**src/rtl/madd_acc_if.sv**
```systemverilog
// Beat-stream bus for madd_acc: packed-lane input beats and grouped result words.
interface madd_acc_if #(
    parameter int LANES    = 2,
    parameter int LWIDTH   = 16,
    parameter int MAXBEATS = 8
);
    localparam int DWIDTH = LANES * LWIDTH;
    localparam int CW     = $clog2(MAXBEATS + 1);

    logic              i_valid;
    logic [DWIDTH-1:0] i_in;
    logic [CW-1:0]     i_beats;
    logic              i_sat_mode;
    logic              i_clear;
    logic [DWIDTH-1:0] o_out;
    logic              o_valid;
    logic [LANES-1:0]  o_ovf;
    logic              o_busy;

    modport master (
        output i_valid, i_in, i_beats, i_sat_mode, i_clear,
        input  o_out, o_valid, o_ovf, o_busy
    );

    modport slave (
        input  i_valid, i_in, i_beats, i_sat_mode, i_clear,
        output o_out, o_valid, o_ovf, o_busy
    );
endinterface

```
**src/rtl/madd_acc.sv**
```systemverilog
// Multi-lane packed accumulator: sums a programmable number of valid beats per
// lane with per-step wrap or symmetric saturation, one registered word per group.
module madd_acc #(
    parameter int LANES    = 2,
    parameter int LWIDTH   = 16,
    parameter int MAXBEATS = 8
) (
    input logic      clk,
    input logic      arst_n,
    madd_acc_if.slave bus
);
    localparam int CW = $clog2(MAXBEATS + 1);
    localparam logic [LWIDTH-1:0] SAT_POS = {1'b0, {(LWIDTH-1){1'b1}}};
    localparam logic [LWIDTH-1:0] SAT_NEG = {1'b1, {(LWIDTH-2){1'b0}}, 1'b1};

    typedef logic [LANES-1:0][LWIDTH-1:0] lanes_t;

    lanes_t           acc;
    lanes_t           in_lanes;
    lanes_t           sum_lanes;
    lanes_t           step_res;
    logic [LANES-1:0] step_ovf;
    logic [LANES-1:0] ovf_acc;
    logic [CW-1:0]    cnt;
    logic [CW-1:0]    cnt_nxt;
    logic [CW-1:0]    beats_n;
    logic [CW-1:0]    first_beats;
    logic             sat_mode;
    logic             last_beat;

    assign in_lanes = bus.i_in;

    // Overflow is judged on operand/result sign bits; the clamp is symmetric
    // so -2^(LWIDTH-1) only ever appears as a genuine, non-overflowing sum.
    for (genvar k = 0; k < LANES; k++) begin : g_lane
        assign sum_lanes[k] = acc[k] + in_lanes[k];
        assign step_ovf[k]  = (acc[k][LWIDTH-1] == in_lanes[k][LWIDTH-1]) &&
                              (sum_lanes[k][LWIDTH-1] != acc[k][LWIDTH-1]);
        assign step_res[k]  = (step_ovf[k] && sat_mode) ?
                              (acc[k][LWIDTH-1] ? SAT_NEG : SAT_POS) : sum_lanes[k];
    end

    always_comb begin
        // NOTE: every output of this block is assigned a default first so no latch is inferred.
        first_beats = bus.i_beats;
        last_beat   = 1'b0;
        cnt_nxt     = cnt;
        if (bus.i_beats == '0) begin
            first_beats = CW'(1);
        end else if (bus.i_beats > CW'(MAXBEATS)) begin
            first_beats = CW'(MAXBEATS);
        end
        if (bus.i_clear) begin
            cnt_nxt = '0;
        end else if (bus.i_valid) begin
            if (cnt == '0) begin
                last_beat = (first_beats == CW'(1));
            end else begin
                last_beat = ((cnt + CW'(1)) == beats_n);
            end
            cnt_nxt = last_beat ? '0 : cnt + CW'(1);
        end
    end

    // NOTE: sequential state uses non-blocking assignments so every register samples pre-edge values.
    always_ff @(posedge clk or negedge arst_n) begin
        if (!arst_n) begin
            cnt         <= '0;
            beats_n     <= '0;
            sat_mode    <= 1'b0;
            acc         <= '0;
            ovf_acc     <= '0;
            bus.o_out   <= '0;
            bus.o_valid <= 1'b0;
            bus.o_ovf   <= '0;
            bus.o_busy  <= 1'b0;
        end else begin
            cnt         <= cnt_nxt;
            bus.o_busy  <= (cnt_nxt != '0);
            bus.o_valid <= 1'b0;
            if (bus.i_clear) begin
                acc     <= '0;
                ovf_acc <= '0;
            end else if (bus.i_valid) begin
                if (cnt == '0) begin
                    acc      <= in_lanes;
                    ovf_acc  <= '0;
                    beats_n  <= first_beats;
                    sat_mode <= bus.i_sat_mode;
                    if (last_beat) begin
                        bus.o_out   <= bus.i_in;
                        bus.o_ovf   <= '0;
                        bus.o_valid <= 1'b1;
                    end
                end else begin
                    acc     <= step_res;
                    ovf_acc <= ovf_acc | step_ovf;
                    if (last_beat) begin
                        bus.o_out   <= step_res;
                        bus.o_ovf   <= ovf_acc | step_ovf;
                        bus.o_valid <= 1'b1;
                    end
                end
            end
        end
    end
endmodule

```
**src/flat_wrapper.sv**
```systemverilog
// flat-port wrapper written by rule: the top's interface ports become plain ports
module madd_acc_flat 
#(
    parameter int LANES    = 2,
    parameter int LWIDTH   = 16,
    parameter int MAXBEATS = 8
)
  (clk, arst_n, bus_i_valid, bus_i_in, bus_i_beats, bus_i_sat_mode, bus_i_clear, bus_o_out, bus_o_valid, bus_o_ovf, bus_o_busy);
  madd_acc_if #(.LANES(LANES), .LWIDTH(LWIDTH), .MAXBEATS(MAXBEATS)) bus_i ();
  input logic clk;
  input logic arst_n;
  input wire logic [$bits(bus_i.i_valid)-1:0] bus_i_valid;
  input wire logic [$bits(bus_i.i_in)-1:0] bus_i_in;
  input wire logic [$bits(bus_i.i_beats)-1:0] bus_i_beats;
  input wire logic [$bits(bus_i.i_sat_mode)-1:0] bus_i_sat_mode;
  input wire logic [$bits(bus_i.i_clear)-1:0] bus_i_clear;
  output wire logic [$bits(bus_i.o_out)-1:0] bus_o_out;
  output wire logic [$bits(bus_i.o_valid)-1:0] bus_o_valid;
  output wire logic [$bits(bus_i.o_ovf)-1:0] bus_o_ovf;
  output wire logic [$bits(bus_i.o_busy)-1:0] bus_o_busy;
  assign bus_i.i_valid = bus_i_valid;
  assign bus_i.i_in = bus_i_in;
  assign bus_i.i_beats = bus_i_beats;
  assign bus_i.i_sat_mode = bus_i_sat_mode;
  assign bus_i.i_clear = bus_i_clear;
  assign bus_o_out = bus_i.o_out;
  assign bus_o_valid = bus_i.o_valid;
  assign bus_o_ovf = bus_i.o_ovf;
  assign bus_o_busy = bus_i.o_busy;
  madd_acc #(.LANES(LANES), .LWIDTH(LWIDTH), .MAXBEATS(MAXBEATS)) u_core (.clk(clk), .arst_n(arst_n), .bus(bus_i));
endmodule
```
**config.mk**
```make
export PLATFORM = sky130hd
export DESIGN_NAME = madd_acc_flat
export DESIGN_NICKNAME = d
export VERILOG_FILES = /design/src/rtl/madd_acc_if.sv /design/src/rtl/madd_acc.sv /design/src/flat_wrapper.sv
export SDC_FILE = /design/constraint.sdc
export NUM_CORES = 1
export LEC_CHECK = 0
export BUFFER_PORTS_ARGS = -buffer_cell sky130_fd_sc_hd__buf_2
export CAP_MARGIN = 20
export CORE_MARGIN = 1.5
export CORE_UTILIZATION = 45
export CTS_CLUSTER_SIZE = 16
export DETAILED_ROUTE_END_ITERATION = 12
export GPL_TIMING_DRIVEN = 0
export PLACE_DENSITY_LB_ADDON = 0.2
export SYNTH_ARGS = -nofsm -noshare
export SYNTH_HDL_FRONTEND = slang
export SYNTH_SLANG_ARGS = --single-unit
```
**constraint.sdc**
```tcl
create_clock -name clk -period 2.85 [get_ports clk]
set_input_delay 0.57 -clock clk [delete_from_list [all_inputs] [get_ports clk]]
set_output_delay 0.57 -clock clk [all_outputs]
set_load 0.02 [all_outputs]
```
==> results by group <==
Routing
  • Drt first pass iters: 4
  • Initial DRC count: 265
  • # DRC: 0
  • Via count: 4833
  • Post-DRT Antenna Nets: 0
  • Total Routed Length: 14.9 mm
  • Average wire per standard cell: 18.3 um
  • Metal3 WL: between 800 and 900 um
  • Top Metal Used: met4
  • Met1 WL: between 6 and 7 mm
  • WL met2: 6.72 mm
  • Drt via density: between 5 and 6

Synth
  • Top cell type's share of synthesized area: slightly below 40%
  • Post-Syn Area: 0.00513 mm^2
  • Post-synth EDFFs: 0
  • Post-Syn Nets: around 660
  • Synthesis warning total: 0
  • Synth area leaders: dfrtp_1, ha_1, nand2_1
  • Ys async rst share: 100%
  • Commonest register cell after synthesis: dfrtp_1
  • Post-synth top area cell: dfrtp_1
  • Post-Syn Instances: 582
  • Seq/Total Area, Yosys: 38.5%
  • FF+latch count, synth: 79
  • Syn_area_per_cell: 8.82 um^2
  • Post-synth cell types: 61

Global route
  • Antenna violations before repair: 0
  • Vias in the first global route: 4611
  • Tot GR Track Use: between 20% and 30%
  • First-pass GRT wire length: ~23 mm
  • Largest net degree at the start of global routing: 50
  • GRT overflow: 0

Worst setup path
  • Arrival @ worst endpoint: 2.99 ns
  • Crit path kind: reg -> reg
  • CP max stage delay: 0.51 ns
  • Crit. End Element: register
  • Worst EP required: ~3.1 ns
  • Startpoint Class: register
  • Crit-path cells: ha_4, a211o_1, a2111o_1, a21boi_4, o21ai_4, nand2_4, a31oi_1, o22a_1, mux2_2
  • CP Max Fanout: 5
  • CP max-delay cell: a2111o_1
  • CP Buf/Inv Count: 0
  • Critical path's top delay family: compound AO/OA/AOI/OAI gates

Layout
  • Post-layout instance area: slightly above 0.006 mm^2
  • Final net count: 747
  • Ant. Diodes: 0
  • Layout cell share with drive strength beyond 1: 20.1%
  • Final Non-Filler Cells: 817
  • Fillers: approximately 1.0k
  • Area Growth Syn to Fin: 19.6%

STA
  • Final hold vios: 0
  • Setup violators final: 0
  • Worst Max-Slew Pin Slew: 0.816 ns
  • Pins over their slew limit: 0
  • Worst hold slack: 0.158 ns
  • Setup TNS Final: 0 ns
  • Max Clock Freq: 363 MHz
  • Tcrit/Tclk final: 96.7%
  • Min cycle time layout: 2.76 ns
  • Relative slew margins: about 46%
  • Clock Skew: ~0.0075 ns

Placement
  • Final Wtd Congestion: 1.01
  • Placed cells: 798
  • PortBufs: between 70 and 80
  • Dpl hpwl: 10.7 mm
  • Placed Area: ~0.0057 mm^2

Pwr
  • Pwr per Cell Area: 725 mW/mm^2
  • Peak supply drop: roughly 460 uV
  • Static Leak: roughly 2.9 nW
  • Power Total: ~4.5 mW

Clocking
  • Clock Root Buffer: clkbuf_16
  • Clk Latency, worst-skew pair: 0.35 ns
  • Hold buffers post-CTS: 0
  • Depth of the CTS H-tree: 3
  • CTS tree: built
  • Sink Count: 79
  • Clk buf depth: 2
  • Clock Pin Slew Worst Setup and Hold Paths: 0.06 ns
  • CTS Buf Count: 9

Floorplan
  • Std-Cell Rows: 38
  • Starting Density: between 40% and 50%
  • I/O pin count: 77
  • Die Wd: 110 um
  • Die extent in y: 110 um
  • Core area: 0.0110 mm^2
  • Die area: 0.0121 mm^2

Worst hold path
  • Hold Path Class: in -> async

Outcome
  • Status: completed

Run
  • Max Cap Violations: 0
## path summary, 6_finish.rpt
kind                                            startpoint                          endpoint  slack (ns)  cells after the start
max                              u_core.acc[1]$_DFFE_PN0P_  u_core.bus.o_out[14]$_DFFE_PN0P_        0.09                      9
min                                                 arst_n  u_core.bus.o_out[10]$_DFFE_PN0P_        0.16                      1
max reg2reg                      u_core.acc[1]$_DFFE_PN0P_  u_core.bus.o_out[14]$_DFFE_PN0P_        0.09                      9
min reg2reg                u_core.bus.o_out[3]$_DFFE_PN0P_   u_core.bus.o_out[3]$_DFFE_PN0P_        0.47                      2
max in group asynchronous                           arst_n           u_core.cnt[0]$_DFF_PN0_        2.08                      2
min in group clk                            bus_i_sat_mode       u_core.sat_mode$_DFFE_PN0P_        0.45                      3
## report_power, final
group          switching (mW)  leakage [nW]  internal, mW  total (mW)
sequential              0.167          1.02          1.41        1.58
clock                   0.473         0.136         0.635        1.11
combinational            1.10          1.78         0.667        1.76
## state kept, by name (all words and copies together), names as in the netlist
name / cells
u_core.bus.o_busy: 1
u_core.bus.o_out: 32
u_core.sat_mode: 1
u_core.beats_n: 4
u_core.bus.o_ovf: 2
u_core.bus.o_valid: 1
u_core.ovf_acc: 2
u_core.cnt: 4
u_core.acc: 32
## synth_stat cells, types with 3 or more instances
library cell  count
dfrtp_1          79
nand2_1          72
nor2_1           70
a21oi_1          51
o21ai_0          36
ha_1             32
a211oi_1         17
clkbuf_1         16
xnor2_1          14
a31oi_1          13
inv_1            13
xor2_1           12
mux2i_1          10
mux2_2            9
nand2b_1          9
o21ai_1           9
a21o_1            8
o31ai_1           8
and3_1            7
nand3_1           7
o211ai_1          7
a22o_1            6
nor3_1            6
o21a_1            6
a211o_1           5
and2_1            5
a221oi_1          4
a21oi_2           3
buf_1             3
buf_2             3
o21bai_1          3
## repair_timing
action / in CTS / in global routing
setup endpoints to repair: 15 / 46
gates resized for setup: 4 / 26
endpoints found under the hold margin: 0 / 0
cloned: 0 / 0
setup buffers: 0 / 3
pin swaps: 0 / 11
## cell usage in the layout (no fill, tap or decap), drive strengths merged, types with 6 or more instances in the layout
master / Yosys / layout
nor3: 6 / 6
nand2b: 9 / 9
o211ai: 8 / 8
o31ai: 8 / 8
and3: 7 / 7
mux2i: 10 / 10
a21oi: 54 / 54
inv: 14 / 14
xor2: 12 / 12
nand3: 7 / 7
a21o: 8 / 8
ha: 32 / 32
o21ai: 46 / 46
o21a: 6 / 6
a211oi: 19 / 19
mux2: 9 / 9
dfrtp: 79 / 79
xnor2: 14 / 14
clkbuf: 16 / 31
a31oi: 13 / 13
nand2: 74 / 74
buf: 8 / 85
nor2: 70 / 70
a22o: 6 / 6
## routing by layer
metal / vias to the layer above / global-route usage (%)
li1: 2306 / -
met4: 0 / 13.5
met1: 2332 / 35.5
met3: 29 / 4.80
met2: 166 / 38.6
met5: - / 0
## kinds of logic after synthesis
logic type | after synthesis | synth area share (%)
fa+ha+maj | 34 | 8.58
flops | 79 | 38.5
compound gates | 198 | 25.7
simple gates | 188 | 15.8
xor+xnor | 26 | 4.44
mux | 19 | 3.92
buf+inv | 38 | 3.07
## cell type report
| class | count | area, um^2 | share of cell area (%) |
|---|---|---|---|
| Inverter | 14 | 52.6 | 0.856 |
| Timing Repair Buffer | 79 | 428 | 6.97 |
| Sequential cell | 79 | 1980 | 32.2 |
| Multi-Input combinational cell | 465 | 3110 | 50.7 |
| Clock buffer | 13 | 260 | 4.24 |
| Buffer | 24 | 118 | 1.92 |
| Clock inverter | 3 | 17.5 | 0.285 |
| Tap cell | 140 | 175 | 2.85 |
## per-stage QoR
| stage | worst slack, ns | utilization, % |
|---|---|---|
| 3_3_place_gp | -0.330 | 51.8 |
| 2_1_floorplan | 0.0973 | - |
| 4_1_cts | 0.0223 | 54.7 |
| 3_5_place_dp | -0.403 | 52.0 |
| 5_1_grt | -0.0488 | 55.9 |
| 6_report | 0.0929 | 55.9 |
(Power assumes the default switching activity.)
